## config.mk

```make
export PLATFORM = sky130hd
export DESIGN_NAME = regfile_wb_queue
export DESIGN_NICKNAME = d
export VERILOG_FILES = /design/src/rtl/regfile_wb_queue.sv
export SDC_FILE = /design/constraint.sdc
export NUM_CORES = 1
export LEC_CHECK = 0
export ABC_AREA = 1
export BUFFER_PORTS_ARGS = -buffer_cell sky130_fd_sc_hd__buf_2
export CAP_MARGIN = 20
export CORE_AREA = 4 4 147 220
export DETAILED_ROUTE_END_ITERATION = 10
export DIE_AREA = 0 0 151 224
export PLACE_DENSITY = 0.46
export SLEW_MARGIN = 20
export SYNTH_ARGS = -nofsm -noshare
export SYNTH_HDL_FRONTEND = slang
export SYNTH_SLANG_ARGS = --single-unit
```

## constraint.sdc

```tcl
create_clock -name clk -period 3.6 [get_ports clk]
set_input_delay 1.08 -clock clk [delete_from_list [all_inputs] [get_ports clk]]
set_output_delay 1.08 -clock clk [all_outputs]
set_load 0.01 [all_outputs]
```

## src/rtl/regfile_wb_queue.sv

```systemverilog
// Writeback arbiter for the register file: ALU results (A) win, long-latency results (B) queue.
// Optional WB_QUEUE_BYPASS_EN lets B skip the queue when it is empty and A is idle.
module regfile_wb_queue #(
    parameter int DEPTH = 4,
    parameter int AW    = 2
) (
    input  logic          clk,
    input  logic          rst,
    input  logic          a_we,
    input  logic [4:0]    a_rd,
    input  logic [31:0]   a_data,
    input  logic          b_valid,
    output logic          b_ready,
    input  logic [4:0]    b_rd,
    input  logic [31:0]   b_data,
    input  logic [4:0]    q_rs,
    input  logic [4:0]    q_rt,
    output logic          rs_pend,
    output logic          rt_pend,
    output logic          rf_w,
    output logic [4:0]    RdC,
    output logic [31:0]   Rd_in,
    output logic [AW:0]   count
);
    localparam logic [AW:0] FULL_CNT = (AW+1)'(DEPTH);

    logic [4:0]       rd_q   [DEPTH];
    logic [31:0]      data_q [DEPTH];
    logic [DEPTH-1:0] live_q, live_d;
    logic [AW-1:0]    wr_ptr_q, wr_ptr_d, rd_ptr_q, rd_ptr_d;
    logic [AW:0]      count_q, count_d;
    logic             rf_w_q, rf_w_d;
    logic [4:0]       rdc_q, rdc_d;
    logic [31:0]      rd_in_q, rd_in_d;

    logic             a_act, empty, pop, push_hs, push_en, bypass;
    logic [DEPTH-1:0] rs_hit, rt_hit;

    assign a_act   = a_we && (a_rd != 5'd0);
    assign empty   = (count_q == '0);
    assign b_ready = (count_q < FULL_CNT) && rst;
    assign push_hs = b_valid && b_ready;
    assign pop     = !a_act && !empty;

`ifdef WB_QUEUE_BYPASS_EN
    assign bypass  = empty && !a_act && push_hs && (b_rd != 5'd0);
`else
    assign bypass  = 1'b0;
`endif

    // Writes to r0 complete the handshake but never occupy a slot.
    assign push_en = push_hs && (b_rd != 5'd0) && !bypass;

    for (genvar gi = 0; gi < DEPTH; gi++) begin : g_entry
        logic wr_sel, rd_sel, squash;
        assign wr_sel = push_en && (wr_ptr_q == AW'(gi));
        assign rd_sel = pop && (rd_ptr_q == AW'(gi));
        assign squash = a_act && (rd_q[gi] == a_rd);
        // The same-cycle push is younger than A, so it wins over the squash.
        assign live_d[gi] = wr_sel ? 1'b1 : (live_q[gi] && !squash && !rd_sel);
        assign rs_hit[gi] = live_q[gi] && (rd_q[gi] == q_rs);
        assign rt_hit[gi] = live_q[gi] && (rd_q[gi] == q_rt);
    end

    assign rs_pend = (q_rs != 5'd0) && (|rs_hit);
    assign rt_pend = (q_rt != 5'd0) && (|rt_hit);

    always_ff @(posedge clk) begin
        if (push_en) begin
            rd_q[wr_ptr_q]   <= b_rd;
            data_q[wr_ptr_q] <= b_data;
        end
    end

    always_comb begin
        rf_w_d  = 1'b0;
        rdc_d   = rdc_q;
        rd_in_d = rd_in_q;
        if (a_act) begin
            rf_w_d  = 1'b1;
            rdc_d   = a_rd;
            rd_in_d = a_data;
        end else if (pop) begin
            if (live_q[rd_ptr_q]) begin
                rf_w_d  = 1'b1;
                rdc_d   = rd_q[rd_ptr_q];
                rd_in_d = data_q[rd_ptr_q];
            end
        end else if (bypass) begin
            rf_w_d  = 1'b1;
            rdc_d   = b_rd;
            rd_in_d = b_data;
        end
    end

    always_comb begin
        wr_ptr_d = push_en ? wr_ptr_q + AW'(1) : wr_ptr_q;
        rd_ptr_d = pop ? rd_ptr_q + AW'(1) : rd_ptr_q;
        count_d  = count_q;
        case ({push_en, pop})
            2'b10:   count_d = count_q + (AW+1)'(1);
            2'b01:   count_d = count_q - (AW+1)'(1);
            default: count_d = count_q;
        endcase
    end

    always_ff @(posedge clk or negedge rst) begin
        if (!rst) begin
            live_q   <= '0;
            wr_ptr_q <= '0;
            rd_ptr_q <= '0;
            count_q  <= '0;
            rf_w_q   <= 1'b0;
            rdc_q    <= 5'd0;
            rd_in_q  <= 32'd0;
        end else begin
            live_q   <= live_d;
            wr_ptr_q <= wr_ptr_d;
            rd_ptr_q <= rd_ptr_d;
            count_q  <= count_d;
            rf_w_q   <= rf_w_d;
            rdc_q    <= rdc_d;
            rd_in_q  <= rd_in_d;
        end
    end

    assign rf_w  = rf_w_q;
    assign RdC   = rdc_q;
    assign Rd_in = rd_in_q;
    assign count = count_q;

endmodule

```

Word-level counts from Yosys, hierarchy flattened
Memories as Yosys holds them, arrays and structs flattened.
Cells that the tools add are included.
{"block": "classes", "n_shift": 0, "addsub": 4, "div": 0, "muxes": 18, "n_bitwise": 0, "n_lt_le_gt_ge": 2, "n_reduce_logical": 58, "n_eq_ne": 20, "multipliers": 0}
{"cell": "2-to-1 mux 32 bit", "count": 3}
{"cell": "== test 5 bit", "count": 12}
{"cell": "logical AND 1 bit", "count": 35}
{"cell": "nonzero test 5 bit", "count": 4}
{"cell": "2-to-1 mux 5 bit", "count": 3}
{"cell": "== test 2 bit (second input constant)", "count": 5}
{"cell": "logical NOT 1 bit", "count": 10}
{"cell": "2-to-1 mux 1 bit", "count": 10}
{"cell": "OR reduction 4 bit", "count": 2}
{"cell": "== test 2 x 1 -> 1 bit (second input constant)", "count": 3}
{"cell": "one-hot mux 3 bit (2 select lines)", "count": 1}
{"cell": "nonzero test 2 bit", "count": 3}
{"cell": "adder 2 x 1 -> 2 bit (second input constant)", "count": 2}
{"cell": "logical NOT 2 bit", "count": 2}
{"cell": "adder 3 x 1 -> 3 bit (second input constant)", "count": 1}
{"cell": "logical NOT 3 bit", "count": 1}
{"cell": "< comparator 2 x 3 -> 1 bit (second input constant)", "count": 1}
{"cell": "< comparator 3 bit (second input constant)", "count": 1}
{"cell": "subtractor 3 x 1 -> 3 bit (second input constant)", "count": 1}
{"cell": "binary-select mux 1 bit (select 2 bit)", "count": 1}
{"cell": "AND reduction 2 bit", "count": 1}
{"block": "word_totals", "output_inout_bits": 44, "romBits": 0, "memories": 2, "inputBits": 88, "ram_bits": 148, "elab_cells": 111, "regBits": 49, "latchBits": 0}
{"name": "data_q", "depth": 4, "width": 32, "rd": 1, "rd_ports_with_merged_regs": 0, "write_ports": 1, "line": "28", "source": "logic [31:0] data_q [DEPTH];"}
{"name": "rd_q", "depth": 4, "width": 5, "rd": 5, "rd_ports_with_merged_regs": 0, "write_ports": 1, "line": "27", "source": "logic [4:0] rd_q [DEPTH];"}

Longest topological paths before layout
Gate-level depths: netlist (run 1).
{"block": "logic_depth", "depth_word": 8, "ltp_mapped": 13, "mapped_depth_nobuf": 11}

Least setup slack after synthesis (run 1)
No wires, ideal clock.
{"block": "synth_path", "kind": "input to register", "start": "input port a_rd[2]", "end": "register count_q[2], in the netlist count[2]", "slack_ps": 711, "required_time_ps": 3469, "cell_stages": 13, "t_arrival_ps": 2758, "n_path_buf": 2, "cell_sequence": "buf_6 > nor2_1 > nand3_1 > nand2_2 > buf_4 > nand2_1 > inv_1 > ha_1 > inv_1 > fa_1 > a21oi_1 > o21ai_0 > xor2_1"}
{"block": "synth_between", "elab_chain_cells": 6, "elab_cells_between_ends": 8}
{"element": "from (decl)", "line": "10", "source": "input logic [4:0] a_rd,"}
{"element": "nonzero test 5 bit *", "line": "39", "source": "assign a_act = a_we && (a_rd != 5'd0);"}
{"element": "logical AND 1 bit *", "line": "39"}
{"element": "logical NOT 1 bit *", "line": "43", "source": "assign pop = !a_act && !empty;"}
{"element": "logical AND 1 bit *", "line": "43"}
{"element": "net pop", "line": "36", "source": "logic a_act, empty, pop, push_hs, push_en, bypass;"}
{"element": "== test 2 x 1 -> 1 bit or == test 2 bit (tied branches)", "line": "100", "source": "case ({push_en, pop})"}
{"element": "one-hot mux 3 bit (2 select lines) or nonzero test 2 bit (tied branches)"}
{"element": "to (signal assigned)", "line": "120", "source": "count_q <= count_d;"}
{"element": "to (decl)", "line": "31", "source": "logic [AW:0] count_q, count_d;"}
Mark *: on every way through the listed nets, which the timed path passes. The rest lies on a longest branch.
A chain may end at the register's enable or synchronous reset.

Final worst setup path (run 1)
{"block": "layout_path", "start": "input port q_rt[3]", "end": "output port rt_pend"}
{"block": "layout_between", "elab_chain_cells": 4, "elab_cells_between_ends": 11}
{"element": "from (decl)", "line": "17", "source": "input logic [4:0] q_rt,"}
{"element": "== test 5 bit", "line": "62", "source": "assign rt_hit[gi] = live_q[gi] && (rd_q[gi] == q_rt);"}
{"element": "logical AND 1 bit", "line": "62"}
{"element": "OR reduction 4 bit", "line": "66", "source": "assign rt_pend = (q_rt != 5'd0) && (|rt_hit);"}
{"element": "logical AND 1 bit *", "line": "66"}
{"element": "to (decl)", "line": "19", "source": "output logic rt_pend,"}
Every way passes the cells marked *; elsewhere a longest branch is shown, timed or not.

==> reports/qor.txt, run 1 <==
IO Pins: 132
Reg-to-Reg Start: rd_ptr_q[0]
Area Growth Syn to Fin: 17.68%
clock slew at reported path FFs: 0.07 ns
sequential power share: 42.9%
outcome: finished clean
Final nets: 1180
Pre-antenna DRT Iters: 4
Synth Area in Compound Gates: 5.178%
CTS sink cnt: 197
largest family of logic cells by synthesized area: simple AND/OR/NAND/NOR gates
first-pass GRT wire length: 39780 um
Hold EP: Rd_in[3]
Yosys top cell area share: 49.18%
H-tree Lvls: 4
hold path depth: 2
P per Cell Area: 692.7 mW/mm2
number of synthesized flops with an enable pin: 148
area leader, netlist: edfxtp_1
total die area: 0.03382 mm2
reg2reg end: Rd_in[27]
Post-Syn Nets: 1061
GRT Resource Usage Total: 15.73%
Synth Area in Simple Gates: 24.99%
Slew Viols, Final: 0
Final period util: 89.58%
Worst Setup Path Type: in -> out
Overflow after GRT: 0
Fin Hold WS: 0.4838 ns
Starting Density: 29.87%
ys flop type: edfxtp_1
most frequent cells in the layout: nand2_1, edfxtp_1, buf_2
required time of the worst setup path: 2.52 ns
cts repair resizes: 0
hold path startpoint: Rd_in[3]
leak pwr: 4.598 nW
Worst EP arrival: 2.14 ns
die width: 151 um
vias in the first global route: 7002
hold buffer count at CTS: 0
# DRC: 0
CP startpoint kind: input pin
Synth area leaders: edfxtp_1, nand2_1, dfrtp_1
Worst R2R Setup Slack: 1.11 ns
via count: 6887
#FFs+latches synth: 197
detailed router's first-iteration violation count: 287
Internal Power: 0.004612 W
worst slew pin tran: 1.068 ns
Seq/Total Area, Yosys: 62.74%
post-route ant nets: 0
most common cell after layout, fill and taps aside: nand2_1
number of unique standard cell types used by synthesis: 27
Setup TNS Final: 0 ns
Clock Skews: 0.01459 ns
xor/xnor cell area share of the yosys netlist: 0.9691%
CTS Root Cell: clkbuf_16
Worst VDD drop: 406.7 uV
sw frac: 37.40%
capturing element type of the critical path: primary output
R2R depth: 8
max frequency: 0.3101 GHz
RSZ-0062 raised after global routing: no
synth warn: 0
Post CTS Setup Buffer Count: 0
Finished Layout Cells: 1497
critical path peak fanout: 5
Tightest Hold Check Type: reg -> reg
pin count of the biggest net entering global routing: 81
num rows: 78
area of the mapped netlist: 0.009037 mm2
Cells after Synth: 963
fraction of layout cells with a size suffix above 1: 16.71%
Vias per Instance: 4.601
total CTS buffers: 17
GPL Wtd Cong: 0.9029
# port buffers: 131
core area: 0.03025 mm2
CTS Buffer Depth: 2
Post-Route WL: 26080 um
# setup viols final: 0
TritonCTS clock tree: done
Pwr Total: 0.007367 W
maxcap violations: 0
initial antenna violation count: 3
FFs w/ async S/R, synth: 24.87%
DP HPWL: 17000 um
synthesized area per cell: 9.385 um2
Slew HR: 28.70%
clk_lat worst skew: 0.45 ns
NetSw: 0.002755 W
combinational fraction of design power: 32.5%
DR WL/cell: 17.42 um
placed cells: 1462
final hold vios: 0
clock network fraction of total power: 24.6%
Util after Layout: 35.15%
die height: 224 um
post-synthesis mux area share: 0%
Tmin final: 3.225 ns
Synth Area in Adders: 1.468%
-- cell usage after synthesis (7+ instances only) --
library cell / n
nand2_1: 414
edfxtp_1: 148
nand3_1: 89
o21ai_0: 75
dfrtp_1: 49
inv_1: 47
nor2_1: 47
buf_2: 14
a21oi_1: 9
buf_4: 9
ha_1: 9
clkbuf_1: 7
nand4_1: 7
xor2_1: 7
-- power by group through the flow --
stage	registers (W)	logic, W	clock network (W)
2_1_floorplan	0.00319	0.00156	0
3_3_place_gp	0.00321	0.00245	0
3_5_place_dp	0.00321	0.00247	0
4_1_cts	0.00316	0.00248	0.00187
5_1_grt	0.00321	0.00278	0.00196
6_report	0.00316	0.00240	0.00181
-- through the flow --
stage	worst slack, ns	area (um2)
after floorplan	0.7107	9037
after global placement	0.3776	10050
after detailed placement	0.3825	10050
after CTS	0.3783	10610
after global routing	0.2881	10630
final	0.3753	10640
-- flip-flops by register name, indices dropped and copies added (netlist names) --
name	cells
data_q	128
Rd_in	32
rd_q	20
RdC	5
live_q	4
count	3
rd_ptr_q	2
wr_ptr_q	2
rf_w	1
-- worst max-delay path by stage --
stage	from	end	slack, ns	cells past startpoint
global placement	q_rt[3]	rt_pend	0.38	10
floorplan	a_rd[2]	count[2]	0.71	13
global route	q_rt[3]	rt_pend	0.29	10
detailed placement	q_rt[3]	rt_pend	0.38	10
finish	q_rt[3]	rt_pend	0.38	10
CTS	q_rt[3]	rt_pend	0.38	10
-- critical path: stages --
cell and delay [ns]:
buf_2 0.13, inv_1 0.14, nand2_1 0.09, nand2_1 0.07, nor2_1 0.20, nand3_1 0.10, nand2_1 0.08, nor2_1 0.05
nor2_1 0.08, buf_2 0.13
-- cell families after synthesis --
kind of cell,after synthesis
simple gates,563
buf+inv,91
compound gates,92
fa+ha+maj,10
flops,197
xor+xnor,10
-- layer usage --
metal,share of wire [%],GRT usage [%]
met1,38,17.42
met2,54,28.81
met3,4.1,2.692
met4,3.6,7.406
met5,0.042,0
-- area by class of cell --
| class | count | area (um2) |
|---|---|---|
| Clock buffer | 17 | 425.4 |
| Antenna cell | 2 | 5.005 |
| Multi-Input combinational cell | 675 | 2947 |
| Sequential cell | 197 | 5673 |
| Inverter | 51 | 193.9 |
| Clock inverter | 15 | 130.1 |
| Fill cell | 3162 | 19620 |
| Tap cell | 400 | 500.5 |
| Timing Repair Buffer | 140 | 760.7 |
No activity file was read; power rests on OpenSTA's default activity.
==> inputs of run 2 (changes only) <==
- BUFFER_PORTS_ARGS: -buffer_cell sky130_fd_sc_hd__buf_2 -> not set
- DONT_BUFFER_PORTS: not set -> 1
- PLACE_DENSITY: 0.46 -> 0.42
==> run 2 against run 1 <==
Against the previous run: combinational power down 20%; critical path depth fell by 2; cell area down 6.2%; hold slack worse by 0.16 ns; die area unchanged; first-iteration DRC count is 31% higher.
==> reports/qor.txt, run 2 (same netlist as run 1, synthesis figures left out) <==
GPL Wtd Cong: 0.9004 (-0.28%)
most common cell after layout, fill and taps aside: nand2_1
Setup TNS Final: 0 ns (unchanged)
Pre-antenna DRT Iters: 4 (unchanged)
# setup viols final: 0 (unchanged)
die height: 224 um (unchanged)
Worst VDD drop: 475.5 uV (+17%)
clock slew at reported path FFs: 0.07 ns (about the same)
core area: 0.03025 mm2 (unchanged)
max frequency: 0.3374 GHz (+8.8%)
via count: 6273 (-8.9%)
final hold vios: 0 (unchanged)
DP HPWL: 17050 um (+0.34%)
Final nets: 1049 (-11%)
# port buffers: 0 (-100%)
max FFs per register: 128 (unchanged)
Post-Route WL: 25880 um (-0.79%)
Overflow after GRT: 0 (unchanged)
num rows: 78 (unchanged)
most frequent cells in the layout: nand2_1, edfxtp_1, nand3_1
detailed router's first-iteration violation count: 377 (+31%)
initial antenna violation count: 2 (-1)
Vias per Instance: 4.599 (about the same)
P per Cell Area: 717.3 mW/mm2 (+3.6%)
CTS sink cnt: 197 (unchanged)
# DRC: 0 (unchanged)
Tmin final: 2.964 ns (-0.2611 ns)
clk_lat worst skew: 0.44 ns (about the same)
Post-DP Area: 0.009399 mm2 (-6.5%)
leak pwr: 4.081 nW (-11%)
Worst EP arrival: 1.88 ns (-0.26 ns)
total die area: 0.03382 mm2 (unchanged)
IO Pins: 132 (unchanged)
Slew Viols, Final: 0 (unchanged)
Clock Skews: 0.009278 ns (-0.005315 ns)
Tightest Hold Check Type: in -> async
critical path peak fanout: 5 (unchanged)
DR WL/cell: 18.97 um (+8.9%)
required time of the worst setup path: 2.52 ns (about the same)
vias in the first global route: 6398 (-8.6%)
CTS Buffer Depth: 2 (unchanged)
H-tree Lvls: 4 (unchanged)
TritonCTS clock tree: done
Starting Density: 29.87% (unchanged)
GRT Resource Usage Total: 15.71% (-0.024 points)
CTS Root Cell: clkbuf_16
Critical Path Max Stage Delay: 0.21 ns (about the same)
capturing element type of the critical path: primary output
Worst Setup Path Type: in -> out
CP startpoint kind: input pin
total CTS buffers: 17 (unchanged)
fraction of layout cells with a size suffix above 1: 5.290% (-11 points)
cts repair resizes: 0 (unchanged)
Slowest-stage cell, CP: nor2_1
diode count: 0 (-2)
post-route ant nets: 0 (unchanged)
worst-path cell chain: inv_1 > nand2_1 > nand2_1 > nor2_1 > nand3_1 > nand2_1 > nor2_1 > nor2_1
Slew HR: 30.28% (+1.6 points)
Final period util: 82.32% (-7.3 points)
Biggest register: data_q
pin count of the biggest net entering global routing: 68 (-16%)
first-pass GRT wire length: 39050 um (-1.8%)
hold buffer count at CTS: 0 (unchanged)
RSZ-0062 raised after global routing: no
outcome: finished clean
maxcap violations: 0 (unchanged)
Post CTS Setup Buffer Count: 0 (unchanged)
die width: 151 um (unchanged)
worst slew pin tran: 1.044 ns (-0.02363 ns)
Area Growth Syn to Fin: 10.40%
post-route cell area: 0.009977 mm2 (-6.2%)
## run 2: power by group
| group | total, W | switching (W) | internal (W) | leakage, nW |
|---|---|---|---|---|
| clock | 0.00188 | 0.000839 | 0.00104 | 0.276 |
| sequential | 0.00335 | 0.000494 | 0.00285 | 1.92 |
| combinational | 0.00193 | 0.00131 | 0.000619 | 1.88 |
## run 2: layout make-up
class / count / area [um2]
multi-input combinational: 675 / 2952
timing repair buffer: 9 / 80.08
inverter: 51 / 196.4
fill: 3197 / 20280
clock buffer: 20 / 446.7
clock inverter: 12 / 128.9
sequential: 197 / 5673
tap: 400 / 500.5
## run 2: final timing paths
check	from	end	cells past startpoint	slack, ns
max in group asynchronous	rst	Rd_in[10]	0	3.11
max	q_rt[3]	rt_pend	8	0.64
min	rst	Rd_in[23]	0	0.32
min in group clk	Rd_in[30]	Rd_in[30]	2	0.56
min reg2reg	Rd_in[30]	Rd_in[30]	2	0.56
max reg2reg	count[2]	data_q[2][7]	6	1.31
## run 2: per-layer routing
layer / global-route usage, % / vias up / wire [um]
met5: 0 / - / 27
met4: 6.792 / 4 / 861
met3: 4.716 / 44 / 1488
met2: 28.36 / 146 / 13750
met1: 16.72 / 2927 / 9747
li1: - / 3152 / -
## run 2: through the flow
step,power [W],std cells,hold WS [ns],utilization (%),worst slack [ns]
2_1_floorplan,0.004746,963,0.5107,-,0.7107
5_1_grt,0.007707,1364,0.2981,32.98,0.5392
4_1_cts,0.007312,1364,0.2932,32.97,0.6340
6_report,0.007157,1364,0.3243,32.98,0.6364
3_5_place_dp,0.005418,1332,0.5471,31.07,0.6337
3_3_place_gp,0.005396,1332,0.5408,31.07,0.6443
## run 2: critical path: cells and delay by family
kind / cells / cell delay, ns
buffers and inverters: 1 / 0.06
and+or+nand+nor: 7 / 0.74
==> inputs of run 3 (changes only) <==
- ABC_AREA: 1 -> 0
- CORE_AREA: 4 4 147 220 -> 4 4 143 214
- DIE_AREA: 0 0 151 224 -> 0 0 147 218
- clock period: 3.6 -> 2.95 ns (I/O delays scaled with it)
==> run 3 against run 2 <==
Against the previous run: wire length is 16% lower; clock power grew 26%; register-to-register slack got worse by 0.50 ns; clock skew increased by 0.0015 ns; cell count shrank 31%; utilization grew 0.95 points; sequential cell count unchanged; count of clock-buffer cells in the layout is 1 lower; critical path depth decreased by 3; global-route usage decreased by 1.7 points; die area shrank 5.3%; combinational power up 7%; critical path type is now reg -> out; critical endpoint unchanged.
==> reports/qor.txt, run 3 <==
synthesized area per cell: 16.20 um2 (+73%)
Post-Syn Nets: 624 (-41%)
clk_lat worst skew: 0.44 ns (about the same)
#FFs+latches synth: 197 (unchanged)
Slew Viols, Final: 0 (unchanged)
final hold vios: 0 (unchanged)
first-pass GRT wire length: 32330 um (-17%)
# setup viols final: 0 (unchanged)
outcome: finished clean
most common cell after layout, fill and taps aside: edfxtp_1
via count: 4405 (-30%)
H-tree Lvls: 4 (unchanged)
largest family of logic cells by synthesized area: multiplexers
post-route ant nets: 0 (unchanged)
die width: 147 um (-2.6%)
capturing element type of the critical path: primary output
area leader, netlist: edfxtp_1
GR met1 Demand/Resource: 14.05% (-2.7 points)
commonest cells in the netlist: edfxtp_1, dfrtp_1, xor2_1
Reg-to-Reg Start: rd_ptr_q[0]
total CTS buffers: 17 (unchanged)
Cells after Synth: 526 (-45%)
Clock Skews: 0.01079 ns (+0.001516 ns)
GPL Wtd Cong: 0.8286 (-8.0%)
P per Cell Area: 866.9 mW/mm2 (+21%)
dpl ws: 0.07869 ns (-0.5551 ns)
Synth Area in Compound Gates: 3.642% (-1.5 points)
most frequent cells in the layout: edfxtp_1, dfrtp_1, xor2_1
IO Pins: 132 (unchanged)
Biggest register: data_q
number of synthesized flops with an enable pin: 148 (unchanged)
core area: 0.02862 mm2 (-5.4%)
Synth area leaders: edfxtp_1, dfrtp_1, mux4_2
fillcell total: 2750 (-14%)
CTS Root Cell: clkbuf_16
CTS sink cnt: 197 (unchanged)
TritonCTS clock tree: done
Setup TNS Final: 0 ns (unchanged)
Final nets: 631 (-40%)
# DRC: 0 (unchanged)
GRT Resource Usage Total: 13.98% (-1.7 points)
area of the mapped netlist: 0.008521 mm2 (-5.7%)
die height: 218 um (-2.7%)
total die area: 0.03205 mm2 (-5.3%)
xor/xnor cell area share of the yosys netlist: 6.681% (+5.7 points)
Tmin final: 2.859 ns
FFs w/ async S/R, synth: 24.87% (unchanged)
GR peak layer: met2
fraction of layout cells with a size suffix above 1: 20.51% (+15 points)
Finished Layout Cells: 936 (-31%)
Register Area: 0.005675 mm2 (about the same)
leak pwr: 3.396 nW (-17%)
Slew HR: 40.87% (+11 points)
max frequency: 0.3498 GHz
maxcap violations: 0 (unchanged)
CP startpoint kind: register
Synth Area in Adders: 1.557% (+0.089 points)
Post-Route WL: 21630 um (-16%)
synth warn: 0 (unchanged)
Critical Path Start: rd_q[2][0]
Yosys top cell area share: 52.16% (+3.0 points)
diode count: 0 (unchanged)
Pwr Total: 0.008418 W (+18%)
Synth Area in Simple Gates: 4.523% (-20 points)
Overflow after GRT: 0 (unchanged)
placed cells: 901 (-32%)
Slowest-stage cell, CP: edfxtp_1
max FFs per register: 128 (unchanged)
grt met3 use: 4.657% (-0.059 points)
worst slew pin tran: 0.8869 ns (-0.1574 ns)
pin count of the biggest net entering global routing: 62 (-8.8%)
area occupied by multi-input gates: 0.002628 mm2 (-11%)
worst-path cell chain: xor2_1 > nor4_1 > nand3_1 > nand4_1 > o21a_1
Worst EP arrival: 1.97 ns (+0.09 ns)
Starting Density: 29.77% (-0.10 points)
Worst VDD drop: 488.2 uV (+2.7%)
RSZ-0062 raised after global routing: yes
number of unique standard cell types used by synthesis: 35 (+30%)
clock slew at reported path FFs: 0.07 ns (about the same)
Worst Setup Path Type: reg -> out
Area Growth Syn to Fin: 13.96%
initial antenna violation count: 0 (-2)
Tightest Hold Check Type: in -> async
Pre-antenna DRT Iters: 4 (unchanged)
required time of the worst setup path: 2.07 ns (-0.45 ns)
Critical Path Max Stage Delay: 0.52 ns (+0.31 ns)
PnR worst setup slack: 0.09089 ns (-0.5455 ns)
dominant cell by count in the synthesized netlist: edfxtp_1
detailed router's first-iteration violation count: 200 (-47%)
Final period util: 96.92%
Vias per Instance: 4.706 (+2.3%)
DR WL/cell: 23.10 um (+22%)
Seq/Total Area, Yosys: 66.55% (+3.8 points)
vias in the first global route: 4806 (-25%)
Worst R2R Setup Slack: 0.81 ns (-0.50 ns)
CTS Buffer Depth: 2 (unchanged)
# port buffers: 0 (unchanged)
DP HPWL: 14800 um (-13%)
Fin Hold WS: 0.1290 ns (-0.1954 ns)
critical path peak fanout: 4 (-1)
num rows: 76 (-2.6%)
post-synthesis mux area share: 14.04% (+14 points)
ys flop type: edfxtp_1
met2 usage: 26.43% (-1.9 points)
[run 3: per-layer routing]
| layer | routed length [um] | vias to the layer above |
|---|---|---|
| li1 | - | 1985 |
| met1 | 7637 | 2293 |
| met2 | 12310 | 102 |
| met3 | 1272 | 25 |
| met4 | 408 | 0 |
| met5 | 0 | - |
[run 3: metrics by stage]
step | utilization, % | instance area [um2]
finish | 33.93 | 9711
CTS | 33.80 | 9676
global route | 33.93 | 9711
global placement | 31.68 | 9069
detailed placement | 31.68 | 9069
floorplan | - | 8548
[run 3: repair_timing]
action / in CTS / in global routing
setup endpoints to repair: 0 / 2
resized for setup: 0 / 2
setup buffers: 0 / 3
hold buffers: 0 / 0
[run 3: critical path: cells and delay by family, from the launching register on]
family | cells | cell delay [ns]
and+or+nand+nor | 3 | 0.62
DFF | 1 | 0.52
xor gates and xnor gates | 1 | 0.21
AOI/OAI and AO/OA | 1 | 0.18
[run 3: area by class of cell]
cell class,count,share of cell area [%]
clock buffer,19,4.664
clock inverter,13,1.585
inverter,12,0.4639
multi-input combinational,281,27.06
sequential,197,58.45
tap,390,5.025
timing repair buffer,24,2.757
[run 3: logic make-up (layout without fill, tap and decap cells)]
group | after synthesis | in the layout
flip-flops | 197 | 197
adder cells (fa/ha/maj) | 10 | 10
buffers and inverters | 48 | 68
AND/OR/NAND/NOR | 81 | 81
XOR/XNOR | 65 | 65
multiplexers | 72 | 72
AO/OA/AOI/OAI | 53 | 53
[run 3: power breakdown]
group	internal [W]	switching (W)	total, W
clock	0.00137	0.000998	0.00237
sequential	0.00349	0.000487	0.00398
combinational	0.000975	0.00109	0.00207
[run 3: worst paths after layout]
kind,to,cells past startpoint
worst max-delay path,rt_pend,5
worst min-delay path,Rd_in[23],0
worst max register to register,Rd_in[21],4
worst min register to register,Rd_in[28],2
max in group asynchronous,rf_w,0
min in group clk,data_q[0][23],0
